## config.mk

```make
export PLATFORM = sky130hd
export DESIGN_NAME = fpga_rst_seq
export DESIGN_NICKNAME = d
export VERILOG_FILES = /design/src/rtl/fpga_rst_pkg.sv /design/src/rtl/fpga_sync_bit.sv /design/src/rtl/fpga_rst_seq.sv
export SDC_FILE = /design/constraint.sdc
export NUM_CORES = 1
export LEC_CHECK = 0
export ABC_AREA = 1
export CELL_PAD_IN_SITES_DETAIL_PLACEMENT = 1
export CELL_PAD_IN_SITES_GLOBAL_PLACEMENT = 1
export CORE_MARGIN = 5
export CORE_UTILIZATION = 35
export DETAILED_ROUTE_END_ITERATION = 6
export PLACE_DENSITY = 0.67
export SLEW_MARGIN = 20
export SYNTH_ARGS = -nofsm -noshare
export SYNTH_HDL_FRONTEND = slang
export SYNTH_HIERARCHICAL = 1
export SYNTH_SLANG_ARGS = --single-unit
```

## constraint.sdc

```tcl
create_clock -name clk -period 1.3 [get_ports clk]
set_input_delay 0.195 -clock clk [delete_from_list [all_inputs] [get_ports clk]]
set_output_delay 0.195 -clock clk [all_outputs]
set_load 0.02 [all_outputs]
```

## src/rtl/fpga_rst_pkg.sv

```systemverilog
// fpga_rst_pkg: shared state encoding, error counter width and sizing helper for the reset sequencer
package fpga_rst_pkg;
  typedef enum logic [2:0] {S_HOLD, S_DLY_RST, S_DLY_WAIT, S_RELEASE, S_DONE} rst_seq_state_t;
  localparam int ERR_CNT_W = 8;
  function automatic int max3(input int a, input int b, input int c);
    int m;
    m = a > b ? a : b;
    return m > c ? m : c;
  endfunction
endpackage

```

## src/rtl/fpga_sync_bit.sv

```systemverilog
// fpga_sync_bit: STAGES-deep single-bit synchronizer, asynchronously cleared to 0
module fpga_sync_bit #(
  parameter int STAGES = 2
) (
  input  logic clk,
  input  logic arst_n,
  input  logic d,
  output logic q
);
  logic [STAGES-1:0] ff;
  // shift the async input through the flop chain
  always_ff @(posedge clk or negedge arst_n)
    if (!arst_n) ff <= '0;
    else ff <= {ff[STAGES-2:0], d};
  assign q = ff[STAGES-1];
endmodule

```

## src/rtl/fpga_rst_seq.sv

```systemverilog
// fpga_rst_seq: PLL/IDELAYCTRL bring-up then staged domain reset release; define RST_SEQ_WDOG_EN for an RDY watchdog
module fpga_rst_seq
  import fpga_rst_pkg::*;
#(
  parameter int NUM_DOM     = 4,
  parameter int DLY_RST_CYC = 16,
  parameter int STEP_CYC    = 64,
  parameter int WDOG_CYC    = 4096,
  parameter int SYNC_STAGES = 2
) (
  input  logic                 clk,
  input  logic                 arst_n,
  input  logic                 pll_lock,
  input  logic                 dly_rdy,
  output logic                 dly_rst,
  output logic [NUM_DOM-1:0]   rst_out,
  output logic                 seq_done,
  output logic [ERR_CNT_W-1:0] err_cnt
);
  localparam int CW = $clog2(max3(DLY_RST_CYC, STEP_CYC, WDOG_CYC) + 1);
  rst_seq_state_t state, nxt;
  logic [CW-1:0] cnt, cnt_nxt;
  logic [NUM_DOM-1:0] rst_nxt;
  logic lock_s, rdy_s, bump;
  fpga_sync_bit #(.STAGES(SYNC_STAGES)) u_sync_lock (.clk(clk), .arst_n(arst_n), .d(pll_lock), .q(lock_s));
  fpga_sync_bit #(.STAGES(SYNC_STAGES)) u_sync_rdy (.clk(clk), .arst_n(arst_n), .d(dly_rdy), .q(rdy_s));
  // next state: lock loss beats RDY loss/watchdog, which beat normal progress; rst_out only ever shifts in zeros or reloads all ones
  always_comb begin
    nxt = state;
    cnt_nxt = cnt;
    rst_nxt = rst_out;
    bump = 1'b0;
    if (state != S_HOLD && !lock_s) begin
      nxt = S_HOLD;
      cnt_nxt = '0;
      rst_nxt = '1;
    end else if ((state == S_RELEASE || state == S_DONE) && !rdy_s) begin
      nxt = S_DLY_RST;
      cnt_nxt = '0;
      rst_nxt = '1;
      bump = 1'b1;
    end else begin
      case (state)
        S_HOLD:
          if (lock_s) begin
            nxt = S_DLY_RST;
            cnt_nxt = '0;
          end
        S_DLY_RST:
          if (cnt == CW'(DLY_RST_CYC - 1)) begin
            nxt = S_DLY_WAIT;
            cnt_nxt = '0;
          end else cnt_nxt = cnt + CW'(1);
        S_DLY_WAIT:
          if (rdy_s) begin
            rst_nxt = rst_out << 1;
            cnt_nxt = '0;
            nxt = (rst_nxt == '0) ? S_DONE : S_RELEASE;
          end
`ifdef RST_SEQ_WDOG_EN
          else if (cnt == CW'(WDOG_CYC - 1)) begin
            nxt = S_DLY_RST;
            cnt_nxt = '0;
            bump = 1'b1;
          end else cnt_nxt = cnt + CW'(1);
`endif
        S_RELEASE:
          if (cnt == CW'(STEP_CYC - 1)) begin
            rst_nxt = rst_out << 1;
            cnt_nxt = '0;
            nxt = (rst_nxt == '0) ? S_DONE : S_RELEASE;
          end else cnt_nxt = cnt + CW'(1);
        default: ;
      endcase
    end
  end
  // register state and every output; err_cnt saturates instead of wrapping
  always_ff @(posedge clk or negedge arst_n)
    if (!arst_n) begin
      state <= S_HOLD;
      cnt <= '0;
      rst_out <= '1;
      dly_rst <= 1'b1;
      seq_done <= 1'b0;
      err_cnt <= '0;
    end else begin
      state <= nxt;
      cnt <= cnt_nxt;
      rst_out <= rst_nxt;
      dly_rst <= (nxt == S_HOLD || nxt == S_DLY_RST);
      seq_done <= (state == S_DONE && nxt == S_DONE);
      err_cnt <= (bump && err_cnt != '1) ? err_cnt + ERR_CNT_W'(1) : err_cnt;
    end
endmodule
```

==> results by group <==
Run status
  • Status: finished with violations
  • Failing checks: setup timing

Place
  • Placed cell area: 0.00294 mm2
  • Inst Count DP: 448
  • Detailed placer's ending HPWL: 4890 um
  • Post-Place Setup Slack: -0.318 ns
  • GP Congestion: 0.825
  • Port Buffer Count: 17

Clock tree
  • Clk pin slew, worst setup/hold paths: 0.08 ns
  • H-tree Lvls: 2
  • Num CTS Buffers: 5
  • CTS root buffer: clkbuf_8
  • CTS max path bufs: 2
  • CTS Sinks: 34
  • Worst-Skew Late Latency: 0.30 ns
  • CTS tree: done

Layout
  • Nets: 417
  • Filler Cells Inserted: 726
  • Post-route insts no fill: 487
  • Most frequent cells in the layout: 76 x buf_4, 75 x nand2_1, 34 x nand3_1, 26 x inv_1
  • Commonest non-fill, non-tap cell in the layout: buf_4
  • Post-route cell area: 0.00361 mm2
  • N_diodes: 0
  • Area grow syn2layout: 68.2%
  • Fraction of layout cells with a size suffix above 1: 48.8%

Logic synthesis
  • Syn Nets: 306
  • #FFs+latches synth: 34
  • Mapped Cells: 300
  • Register area share after synthesis: 40.0%
  • YS warnings: 6
  • Yosys cell types: 29
  • Syn Area/Cell: 7.15 um2
  • Mapped Area: 0.00214 mm2

Routing
  • Mean routed wirelength per cell: 19.5 um
  • DRT Pass-1 Iters: 4
  • Post-DRT Antenna Nets: 0
  • Number of DRC markers in iteration 0: 139
  • Final Routed Wirelength: 9500 um
  • DR vias: 2517
  • # DRC: 0
  • Via/cell ratio: 5.17

Power and ir drop
  • Power Density: 1090 mW/mm2
  • Clock power share: 22.8%
  • Peak supply drop: 1.08 mV
  • Sw Ratio: 42.1%
  • Leak pwr: 1.85 nW
  • Sw Pwr: 1.66 mW
  • Internal Pwr Total: 2.29 mW
  • Logic pwr share: 43.9%
  • Final Total Pwr: 3.95 mW
  • Reg power frac: 33.3%

Floorplanning
  • Die Area: 0.00779 mm2
  • Die height: 88.3 um
  • Row count: 28
  • Initial Util: 36.0%
  • Die W: 88.3 um
  • IO Pins: 18
  • Core Area: 0.00596 mm2

Global routing
  • GRT Overall Usage: 23.7%
  • Number of global-route vias before repair: 2750
  • GRT Residual Overflow: 0
  • Largest net degree at the start of global routing: 35
  • First-pass GRT wire length: 14000 um
  • Initial antenna violation count: 0

Timing
  • Worst-Margin Slew: 0.284 ns
  • Max Clock Skew: 0.0104 ns
  • Slew headroom: 80.9%
  • Final worst setup slack: -0.379 ns
  • RSZ-0062 raised after global routing: true
  • Hold Vio Cnt, Final: 0
  • Fin. max-slew vios: 0
  • Finish-stage setup viols: 30
  • Worst Hold Slack: 0.346 ns
  • Fin crit share: 129%
  • Clock period minus worst slack: 1.68 ns
  • Fmax achieved: 0.595 GHz

Worst hold path
  • Hold WC Path Type: primary input to flop

Worst setup path
  • Critical-path maximum fanout: 4
  • CP endpoint kind: flop
  • CP required: 1.54 ns
  • CP Class: flop to flop
  • Worst setup SP type: flop
  • Crit path DAT: 1.92 ns

Flow run
  • Max Cap Viol: 0
[power by group through the flow]
stage          logic [mW]  registers [mW]  clock network, mW
2_1_floorplan       0.615            1.41                  0
4_1_cts              1.56            1.30              0.921
6_report             1.73            1.32              0.901
3_3_place_gp         1.17            1.32                  0
3_5_place_dp         1.21            1.33                  0
5_1_grt              1.84            1.34              0.962
[what timing repair did]
item | CTS | global route
endpoints found under the setup margin | 44 | 31
pin swaps | 32 | 25
hold endpoints to repair | 29 | 0
resized for setup | 106 | 23
hold buffers | 1 | 0
gates cloned | 1 | 0
buffers inserted | 21 | 9
[cell families after synthesis]
family | after synthesis | synth area share [%]
xor gates and xnor gates | 8 | 3.27
DFF | 34 | 40.0
adders and majority gates | 2 | 1.17
buffers and inverters | 44 | 9.04
AOI/OAI and AO/OA | 10 | 2.98
and+or+nand+nor | 202 | 43.6
[Yosys cell counts (all sizes together)]
library cell	count	share of area, %
o2111ai	1	0.41
nor3	2	0.47
dfrtp	29	34
o21bai	2	0.88
ha	2	1.2
nand3	51	12
dfstp	5	6.1
clkbuf	1	0.17
nand3b	2	0.70
inv	37	6.6
nand2	107	19
a31oi	1	0.29
a21oi	5	1.2
xnor2	2	0.82
buf	6	2.3
o21ai	1	0.23
xor2	6	2.5
nor2	26	6.0
nand4	14	4.7
[per-layer routing]
metal  global-route usage (%)  share of wire (%)  vias to the layer above
met5                        0                  0                        -
met4                     9.34                4.5                        0
met3                     3.63                3.4                       35
met2                     44.1                 53                       66
met1                     27.0                 39                     1228
li1                         -                  -                     1188
[stage by stage]
stage	util, %	setup TNS, ns
6_report	60.6	-9.15
5_1_grt	60.6	-11.51
4_1_cts	58.4	-4.13
3_5_place_dp	49.4	-7.44
3_3_place_gp	49.4	-5.89
2_1_floorplan	-	-0.766
[flip-flops by register name, summed over array words and instances, names as in the netlist]
name            flops
u_sync_lock/ff      2
cnt                13
dly_rst             1
seq_done            1
err_cnt             8
u_sync_rdy/ff       2
rst_out             4
state               3
[worst max-delay path, stage by stage (launching register included)]
cell,delay (ns)
dfrtp_2,0.47
inv_4,0.09
buf_4,0.12
buf_6,0.10
nand3_4,0.08
nor2_2,0.17
nand2_2,0.13
buf_4,0.19
nand3_4,0.09
nand2_1,0.08
nand2_1,0.09
[area by class of cell]
| class | instances | area (um2) | area share [%] |
|---|---|---|---|
| clock buffer | 6 | 82.6 | 2.29 |
| clock inverter | 2 | 16.3 | 0.451 |
| inverter | 37 | 154 | 4.27 |
| multi-input combinational | 223 | 1470 | 40.8 |
| sequential | 34 | 863 | 23.9 |
| tap | 75 | 93.8 | 2.60 |
| timing repair buffer | 110 | 927 | 25.7 |
[path summary, 6_finish.rpt]
check                                 start           endpoint  slack [ns]  depth (start not counted)
setup / recovery                   state[2]         rst_out[3]       -0.38                         10
hold / removal                     pll_lock  u_sync_lock/ff[0]        0.35                          1
setup reg to reg                   state[2]         rst_out[3]       -0.38                         10
hold reg to reg            u_sync_rdy/ff[0]   u_sync_rdy/ff[1]        0.36                          0
max in group asynchronous            arst_n         rst_out[3]        0.65                          3
min in group asynchronous            arst_n             cnt[2]        0.39                          3
(Power assumes the default switching activity.)
